==> config.mk <==
export PLATFORM = sky130hd
export DESIGN_NAME = video_src_gen
export DESIGN_NICKNAME = d
export VERILOG_FILES = /design/src/rtl/video_src_gen_pkg.sv /design/src/rtl/video_src_gen_cnt.sv /design/src/rtl/video_src_gen.sv
export SDC_FILE = /design/constraint.sdc
export NUM_CORES = 1
export LEC_CHECK = 0
export ABC_CLOCK_PERIOD_IN_PS = 1950
export BUFFER_PORTS_ARGS = -buffer_cell sky130_fd_sc_hd__buf_2
export CAP_MARGIN = 20
export CORE_UTILIZATION = 30
export CTS_CLUSTER_DIAMETER = 80
export CTS_CLUSTER_SIZE = 12
export DETAILED_ROUTE_END_ITERATION = 16
export MAX_ROUTING_LAYER = met4
export PLACE_DENSITY = 0.51
export SETUP_SLACK_MARGIN = 0.05
export SYNTH_ARGS = -nofsm -noshare
export SYNTH_HDL_FRONTEND = slang
export SYNTH_SLANG_ARGS = --single-unit
==> constraint.sdc <==
create_clock -name clk -period 1.95 [get_ports clk]
set_input_delay 0.0975 -clock clk [delete_from_list [all_inputs] [get_ports clk]]
set_output_delay 0.0975 -clock clk [all_outputs]
set_load 0.1 [all_outputs]
==> src/rtl/video_src_gen_pkg.sv <==
// Shared types and constants for the video source stage: coordinate struct,
// coordinate field widths, register map and FSM states.
`ifndef VIDEO_SRC_GEN_DEFS
`define VIDEO_SRC_GEN_DEFS
`define H_SIZE 10
`define V_SIZE 10
`endif

package video_src_gen_pkg;

    localparam int HC_W = `H_SIZE;
    localparam int VC_W = `V_SIZE;

    // Pixel coordinate carried alongside every beat.
    typedef struct packed {
        logic [VC_W-1:0] vc;
        logic [HC_W-1:0] hc;
    } vga_fc_t;

    // Register select on avs_address.
    localparam logic ADDR_CTRL   = 1'b0;
    localparam logic ADDR_STATUS = 1'b1;

    // Bit positions inside the ctrl and status words.
    localparam int CTRL_EN_BIT      = 0;
    localparam int CTRL_ONESHOT_BIT = 1;
    localparam int CTRL_RGB_LSB     = 16;
    localparam int STAT_OVR_BIT     = 2;

    typedef enum logic [1:0] {
        ST_IDLE  = 2'd0,
        ST_ARMED = 2'd1,
        ST_RUN   = 2'd2
    } src_state_t;

endpackage

==> src/rtl/video_src_gen_cnt.sv <==
// Horizontal/vertical sweep counter. Advances one pixel per accepted beat and
// flags the last pixel of a line and the last line of a frame.
module video_src_gen_cnt
    import video_src_gen_pkg::*;
#(
    parameter int H_DISP = 640,
    parameter int V_DISP = 480
) (
    input  logic            clk,
    input  logic            rst,
    input  logic            adv,
    output logic [HC_W-1:0] hc,
    output logic [VC_W-1:0] vc,
    output logic            line_end,
    output logic            last_line
);

    assign line_end  = (hc == HC_W'(H_DISP - 1));
    assign last_line = (vc == VC_W'(V_DISP - 1));

    // Step the sweep on each handshake, wrapping at line and frame ends.
    // NOTE: clocked state uses non-blocking assignments so every flop samples
    // pre-edge values regardless of statement order.
    always_ff @(posedge clk or negedge rst) begin
        if (!rst) begin
            hc <= '0;
            vc <= '0;
        end else if (adv) begin
            if (line_end) begin
                hc <= '0;
                vc <= last_line ? '0 : vc + VC_W'(1);
            end else begin
                hc <= hc + HC_W'(1);
            end
        end
    end

endmodule

==> src/rtl/video_src_gen.sv <==
// Frame source stage: emits one valid/ready beat per active pixel with a
// constant fill colour, started by frame_start from display timing.
// Optional build macro VIDEO_SRC_FRAME_CNT_EN adds a 16-bit frame counter
// reported in status[31:16]; without it those bits read 0.
module video_src_gen
    import video_src_gen_pkg::*;
#(
    parameter int RGB_SIZE = 12,   // colour width, at most 16
    parameter int H_DISP   = 640,
    parameter int V_DISP   = 480
) (
    input  logic                clk,
    input  logic                rst,
    input  logic                avs_write,
    input  logic                avs_read,
    input  logic                avs_address,
    input  logic [31:0]         avs_writedata,
    output logic [31:0]         avs_readdata,
    input  logic                frame_start,
    input  logic                snk_rdy,
    output logic                snk_vld,
    output vga_fc_t             snk_fc,
    output logic [RGB_SIZE-1:0] snk_rgb
);

    src_state_t          state, state_nxt;
    logic                ctrl_en, ctrl_oneshot;
    logic [RGB_SIZE-1:0] ctrl_rgb;
    logic                overrun;
    logic [15:0]         frame_cnt;
    logic                ctrl_wr, stat_wr;
    logic                adv, line_end, last_line, eof_hs, clr_en;
    logic [31:0]         ctrl_rd, stat_rd;
    logic                unused_wdata;

    assign ctrl_wr = avs_write && (avs_address == ADDR_CTRL);
    assign stat_wr = avs_write && (avs_address == ADDR_STATUS);
    assign snk_vld = (state == ST_RUN);
    assign adv     = snk_vld && snk_rdy;
    assign eof_hs  = adv && line_end && last_line;

    // Reduction keeps the reserved write-data bits referenced.
    assign unused_wdata = ^avs_writedata;

    video_src_gen_cnt #(
        .H_DISP (H_DISP),
        .V_DISP (V_DISP)
    ) u_cnt (
        .clk       (clk),
        .rst       (rst),
        .adv       (adv),
        .hc        (snk_fc.hc),
        .vc        (snk_fc.vc),
        .line_end  (line_end),
        .last_line (last_line)
    );

    // Next-state logic; a started frame always runs to its last pixel.
    // NOTE: every output of this block gets a default first so no path
    // leaves a value unassigned and infers a latch.
    always_comb begin
        state_nxt = state;
        clr_en    = 1'b0;
        unique case (state)
            ST_IDLE: begin
                if (ctrl_en) state_nxt = ST_ARMED;
            end
            ST_ARMED: begin
                if (!ctrl_en)        state_nxt = ST_IDLE;
                else if (frame_start) state_nxt = ST_RUN;
            end
            ST_RUN: begin
                if (eof_hs) begin
                    if (ctrl_en && !ctrl_oneshot) begin
                        state_nxt = ST_ARMED;
                    end else begin
                        state_nxt = ST_IDLE;
                        clr_en    = ctrl_oneshot;
                    end
                end
            end
            default: state_nxt = ST_IDLE;
        endcase
    end

    // FSM state register.
    always_ff @(posedge clk or negedge rst) begin
        if (!rst) state <= ST_IDLE;
        else      state <= state_nxt;
    end

    // Ctrl register; a oneshot frame drops enable when it finishes.
    always_ff @(posedge clk or negedge rst) begin
        if (!rst) begin
            ctrl_en      <= 1'b0;
            ctrl_oneshot <= 1'b0;
            ctrl_rgb     <= '0;
        end else if (ctrl_wr) begin
            ctrl_en      <= avs_writedata[CTRL_EN_BIT];
            ctrl_oneshot <= avs_writedata[CTRL_ONESHOT_BIT];
            ctrl_rgb     <= avs_writedata[CTRL_RGB_LSB +: RGB_SIZE];
        end else if (clr_en) begin
            ctrl_en      <= 1'b0;
        end
    end

    // Freeze the fill colour for the whole frame at RUN entry.
    always_ff @(posedge clk or negedge rst) begin
        if (!rst) begin
            snk_rgb <= '0;
        end else if (state != ST_RUN && state_nxt == ST_RUN) begin
            snk_rgb <= ctrl_rgb;
        end
    end

    // Sticky overrun: a frame_start that lands while a frame is in flight.
    always_ff @(posedge clk or negedge rst) begin
        if (!rst) begin
            overrun <= 1'b0;
        end else if (state == ST_RUN && frame_start) begin
            overrun <= 1'b1;
        end else if (stat_wr && avs_writedata[STAT_OVR_BIT]) begin
            overrun <= 1'b0;
        end
    end

`ifdef VIDEO_SRC_FRAME_CNT_EN
    // Count completed frames, wrapping naturally at 16 bits.
    always_ff @(posedge clk or negedge rst) begin
        if (!rst)        frame_cnt <= '0;
        else if (eof_hs) frame_cnt <= frame_cnt + 16'd1;
    end
`else
    assign frame_cnt = '0;
`endif

    // Assemble the readable register images.
    always_comb begin
        ctrl_rd                              = '0;
        ctrl_rd[CTRL_EN_BIT]                 = ctrl_en;
        ctrl_rd[CTRL_ONESHOT_BIT]            = ctrl_oneshot;
        ctrl_rd[CTRL_RGB_LSB +: RGB_SIZE]    = ctrl_rgb;
        stat_rd                              = '0;
        stat_rd[0]                           = (state == ST_RUN);
        stat_rd[1]                           = (state == ST_ARMED);
        stat_rd[STAT_OVR_BIT]                = overrun;
        stat_rd[31:16]                       = frame_cnt;
    end

    // Registered read port.
    always_ff @(posedge clk or negedge rst) begin
        if (!rst) begin
            avs_readdata <= '0;
        end else if (avs_read) begin
            avs_readdata <= (avs_address == ADDR_STATUS) ? stat_rd : ctrl_rd;
        end
    end

endmodule

* After elaboration in Yosys (flattened, before gate mapping)
Index checks and enable logic that the tools add are counted.
** Cells by class
- Shifts and indexed selects :: 0
- $add $sub $neg :: 2
- Equality and inequality tests :: 6
- Div/mod/pow operators :: 0
- Multiplexer cells :: 16
- $mul :: 0
- Magnitude comparators :: 0
- Reductions and logical operators :: 14
- Bitwise gates (word level) :: 1
** Operators by type and width (count)
- 2-to-1 mux 28 bit :: 1
- adder 10 x 1 -> 10 bit, second input constant :: 2
- 2-to-1 mux 10 bit :: 2
- == test 10 bit, second input constant :: 1
- == test 10 x 9 -> 1 bit, second input constant :: 1
- logical AND 1 bit :: 9
- 2-to-1 mux 1 bit :: 8
- 2-to-1 mux 2 bit :: 4
- case mux 2 bit (3 select lines) :: 1
- == test 2 bit, second input constant :: 2
- nonzero test 2 bit :: 2
- == test 2 x 1 -> 1 bit, second input constant :: 1
- zero test 2 bit :: 1
- inequality test 2 bit, second input constant :: 1
- AND reduction 2 bit :: 1
- zero test 1 bit :: 1
- NOT 1 bit :: 1
** Storage, ports and cells
- Logic and storage cells :: 48
- Bits in read-only memories :: 0
- Register bits :: 81
- RAM bits :: 0
- Output and inout bits :: 65
- Memories :: 0
- Bits in latches :: 0

* Logic depth before layout (Yosys ltp)
- Depth in word-level cells :: 8
- Gate-level depth with buffers :: 6

* Cells and area by module
A second synthesis with hierarchy kept.
** Second synthesis, totals
- Cells, all modules :: 260
- Area, all modules :: 2992.9 sq um
** Modules (own cells, without submodules)
- video_src_gen :: instances 1, cells each 157, seq. area each 1101.1 sq um, area each 1961.9 sq um
- video_src_gen_cnt :: instances 1, cells each 103, seq. area each 500.5 sq um, area each 1031.0 sq um

* Worst setup path after synthesis
No wires, ideal clock.
- Path kind :: register to register
- Start :: register state[1]
- End :: register u_cnt.hc[4]
- Arrival :: 2534 ps
- Library setup time :: 160 ps
- Setup slack :: -743 ps
- Cell stages (with the launch flop) :: 5
- Clock period less this slack :: 2693 ps
- Buffers on the path :: 0
- Cell sequence :: dfrtp_1 -> nor2b_1 -> and2_1 -> nand4_1 -> xnor2_1
** On the way
- Longest elaborated chain between the ends :: 2
** RTL lines
- from (decl) :: RTL line video_src_gen.sv:26 : src_state_t state, state_nxt;
- from (signal assigned) :: RTL line video_src_gen.sv:89 : else state <= state_nxt;
- == test 2 bit :: RTL line video_src_gen.sv:38 : assign snk_vld = (state == ST_RUN);
- named net snk_vld :: RTL line video_src_gen.sv:21 : output logic snk_vld,
- logical AND 1 bit :: RTL line video_src_gen.sv:39 : assign adv = snk_vld && snk_rdy;
- to (signal assigned) :: RTL line video_src_gen_cnt.sv:33 : hc <= hc + HC_W'(1);
- to (decl) :: RTL line video_src_gen_cnt.sv:12 : output logic [HC_W-1:0] hc,
The timed path passes the listed nets, and every way through them passes these cells.
A chain may end at the register's enable or synchronous reset.

* Final worst setup path
- Start :: register u_cnt.hc[8]
- End :: register u_cnt.vc[7]
** On the way
- Longest elaborated chain between the ends :: 2
** RTL lines
- == test 10 bit :: RTL line video_src_gen_cnt.sv:18 : assign line_end = (hc == HC_W'(H_DISP - 1));
- AND reduction 2 bit (no source line)
- to (signal assigned) :: RTL line video_src_gen_cnt.sv:31 : vc <= last_line ? '0 : vc + VC_W'(1);
- to (decl) :: RTL line video_src_gen_cnt.sv:13 : output logic [VC_W-1:0] vc,
Every way passes these cells.

==> flow_summary.toml <==
[timing]
whs_ps = 30.8
worstMarginPinSlew_ps = 757
relSlewSlack_pct = 49.6
slew_violations = 0
setup-violations-final = 0
fin_crit_sh_pct = 93.0
period_needed_ps = 1810
fin_skew_ps = 13.8
tns_ps = 0
finalHoldViolations = 0
grt_setup_unrepaired = "no"
fmaxAchievable_ghz = 0.551

[synth]
synth_edf_count = 0
postSynthCellCount = 261
async_reset_ff_share_pct = 100
syn_avg_cell_area_um2 = 11.2
netlist_area_um2 = 2930
yosys-top-cells-area = "dfrtp_1 (55%), mux2_2 (9.2%), buf_4 (4.4%), o21ai_0 (3.8%), nand3b_1 (3.1%)"
synth_top_area_share_pct = 54.7
ys_types = 42
ys_seq_area_share_pct = 54.7
yosysWarnings = 0
ys_ff_latch = 64
synth-main-ff-cell = "dfrtp_1"
synth_largest_area_cell = "dfrtp_1"

[global_route]
grt_use_total_pct = 14.7
grt_pass1_wl_mm = 11.0
grt-ovfl-total = 0
grt_pass1_vias = 2216
antenna_found_initial = 0
grt_max_degree = 33

[clock_network]
cts_tree = "built"
cts_buffer_depth = 2
cts.sinks = 64
root_buffer = "clkbuf_8"
cts_setup_buffers = 0
numCtsBuffers = 9
htree_levels = 3
cts.clk_slew.worst_paths_ps = 80
clk_latency_ps = 340

[routing]
drt-total-wl_mm = 6.58
vias_per_cell = 4.48
first_pass_iters = 4
antenna_left = 0
wire_per_inst_um = 13.6
dr_total_vias = 2173
route.detailed.drc = 0
drt_iter0_drc = 52

[worst_setup_path]
crit_path_start_kind = "flop"
cp_slowest_stage_delay_ps = 590
cp_max_fo = 6
arrival_ps = 2080
crit_type = "flop to flop"
cp_num_buf_inv = 0
cp_slowest_cell = "or4_4"
critPathRequiredTime_ps = 2210
crit_chain = "nand4bb_4, or4_4, or3_1, o21ai_1"
critPathTopFamily = "simple AND/OR/NAND/NOR gates"
critPathCaptureType = "flop"

[final_layout]
nets = 392
fill_cells = 919
antennaDiodeCount = 0
drive_above_1_share_pct = 42.1
fin_util_pct = 41.6
multi_input_area_um2 = 1190
regArea_um2 = 1650
fin_cells = 485
areaGrowthSynthToFinish_pct = 32.5

[floorplan]
core_um2 = 9330
start_util_pct = 31.4
die_x_um = 101
dieArea_um2 = 10100
ios = 104
rows = 35
die_h_um = 101

[status]
status = "finished clean"

[run]
max_cap_viol_count = 0

[placed_design]
io_buffers = 69
placed_cells = 455
hpwl_mm = 4.60
gp_congestion = 0.753

[pwr]
pwr_density_cell_nw_per_um2 = 1430
power_mw = 5.54
ir_drop_v = 0.000955
static-leakage-power_nw = 1.78

[hold_path]
hp-class = "primary input to flop"
==> flip-flops by register name, indices dropped and copies added (netlist names) <==
signal        flops
u_cnt.hc         10
u_cnt.vc         10
ctrl_en           1
ctrl_rgb         12
overrun           1
avs_readdata     15
state             2
ctrl_oneshot      1
snk_rgb          12
==> logic make-up after synthesis <==
logic type               after synthesis  synth area share [%]
AO/OA/AOI/OAI                         40                  8.00
XOR/XNOR                               8                  2.40
adder cells (fa/ha/maj)                2                 0.855
buffers and inverters                 47                  8.30
flip-flops                            64                  54.7
multiplexers                          26                  9.92
other                                  1                 0.128
AND/OR/NAND/NOR                       73                  15.7
==> layer usage <==
| metal | vias to the layer above | wire length, um | track usage (%) |
|---|---|---|---|
| li1 | 1052 | - | - |
| met2 | 58 | 3190 | 23.7 |
| met3 | 2 | 404 | 5.96 |
| met4 | 0 | 29 | 3.34 |
| met1 | 1061 | 2950 | 17.3 |
| met5 | - | 0 | - |
==> cells in the mapped netlist, types with 2 or more instances <==
cell type and number:
a21oi_1 5, o21ai_0 22, a21o_1 2, buf_2 2, nand2_1 14, o21a_1 2, mux2_2 24, xor2_1 2
nor2_1 6, nand2b_1 3, or4_1 2, dfrtp_1 64, buf_4 17, xnor2_1 6, or3_1 3, nand4b_1 2
nand3b_1 12, nor3_1 3, ha_1 2, nor2b_1 3, and3_1 2, mux2i_1 2, o31ai_1 3, clkbuf_1 9
nand4_1 5, nand3_1 10, inv_1 19
==> power breakdown <==
| group | switching [mW] | leakage (nW) | total (mW) | internal [mW] |
|---|---|---|---|---|
| registers | 0.191 | 0.768 | 1.80 | 1.61 |
| clock network | 0.514 | 0.115 | 1.34 | 0.825 |
| logic | 1.96 | 0.900 | 2.40 | 0.442 |
==> final timing paths <==
path / start / end / slack [ps] / depth (start not counted)
min in group asynchronous: rst / u_cnt.hc[1] / 360 / 2
max in group asynchronous: rst / snk_rgb[0] / 940 / 3
worst max register to register: u_cnt.hc[8] / u_cnt.vc[7] / 140 / 4
worst min register to register: avs_readdata[1] / avs_readdata[1] / 480 / 1
worst min-delay path: frame_start / overrun / 30 / 2
worst max-delay path: u_cnt.hc[8] / u_cnt.vc[7] / 140 / 4
==> timing repair <==
action | CTS | global route
gates resized for setup | 0 | 3
hold buffers | 14 | 0
endpoints found under the hold margin | 43 | 0
setup endpoints to repair | 0 | 6
==> cell type report <==
cell class | count | area share (%)
clock buffers | 12 | 4.26
multi-input cells | 166 | 30.8
flip-flops and latches | 64 | 42.6
clock inverters | 4 | 1.94
repair buffers | 91 | 14.4
inverters | 19 | 1.84
well taps | 129 | 4.16
==> cells in the final DEF, fill, tap and decap left out, types with 2 or more instances in the layout <==
cell           count
a21o_1             2
a21oi_1            5
and3_1             2
buf_2             69
buf_4              7
bufinv_16          2
clkbuf_8          12
clkinvlp_4         2
conb_1            17
dfrtp_1           44
dfrtp_2           10
dfrtp_4           10
dlygate4sd3_1     14
ha_4               2
inv_1             19
mux2_2            24
mux2i_1            2
nand2_1           14
nand2b_1           3
nand3_1           10
nand3b_1          12
nand4_1            5
nand4b_1           2
nor2_1             6
nor3_1             3
o21a_1             2
o21ai_0           21
o31ai_1            3
or3_1              2
or4_4              2
xnor2_1            6
xor2_1             2
==> stage by stage <==
| step | instance area [um2] | setup slack, ps |
|---|---|---|
| floorplan | 3080 | -47.2 |
| global placement | 3480 | 158 |
| detailed placement | 3480 | 128 |
| CTS | 3860 | 104 |
| global route | 3880 | 82.5 |
| finish | 3880 | 136 |
(Power assumes the default switching activity.)
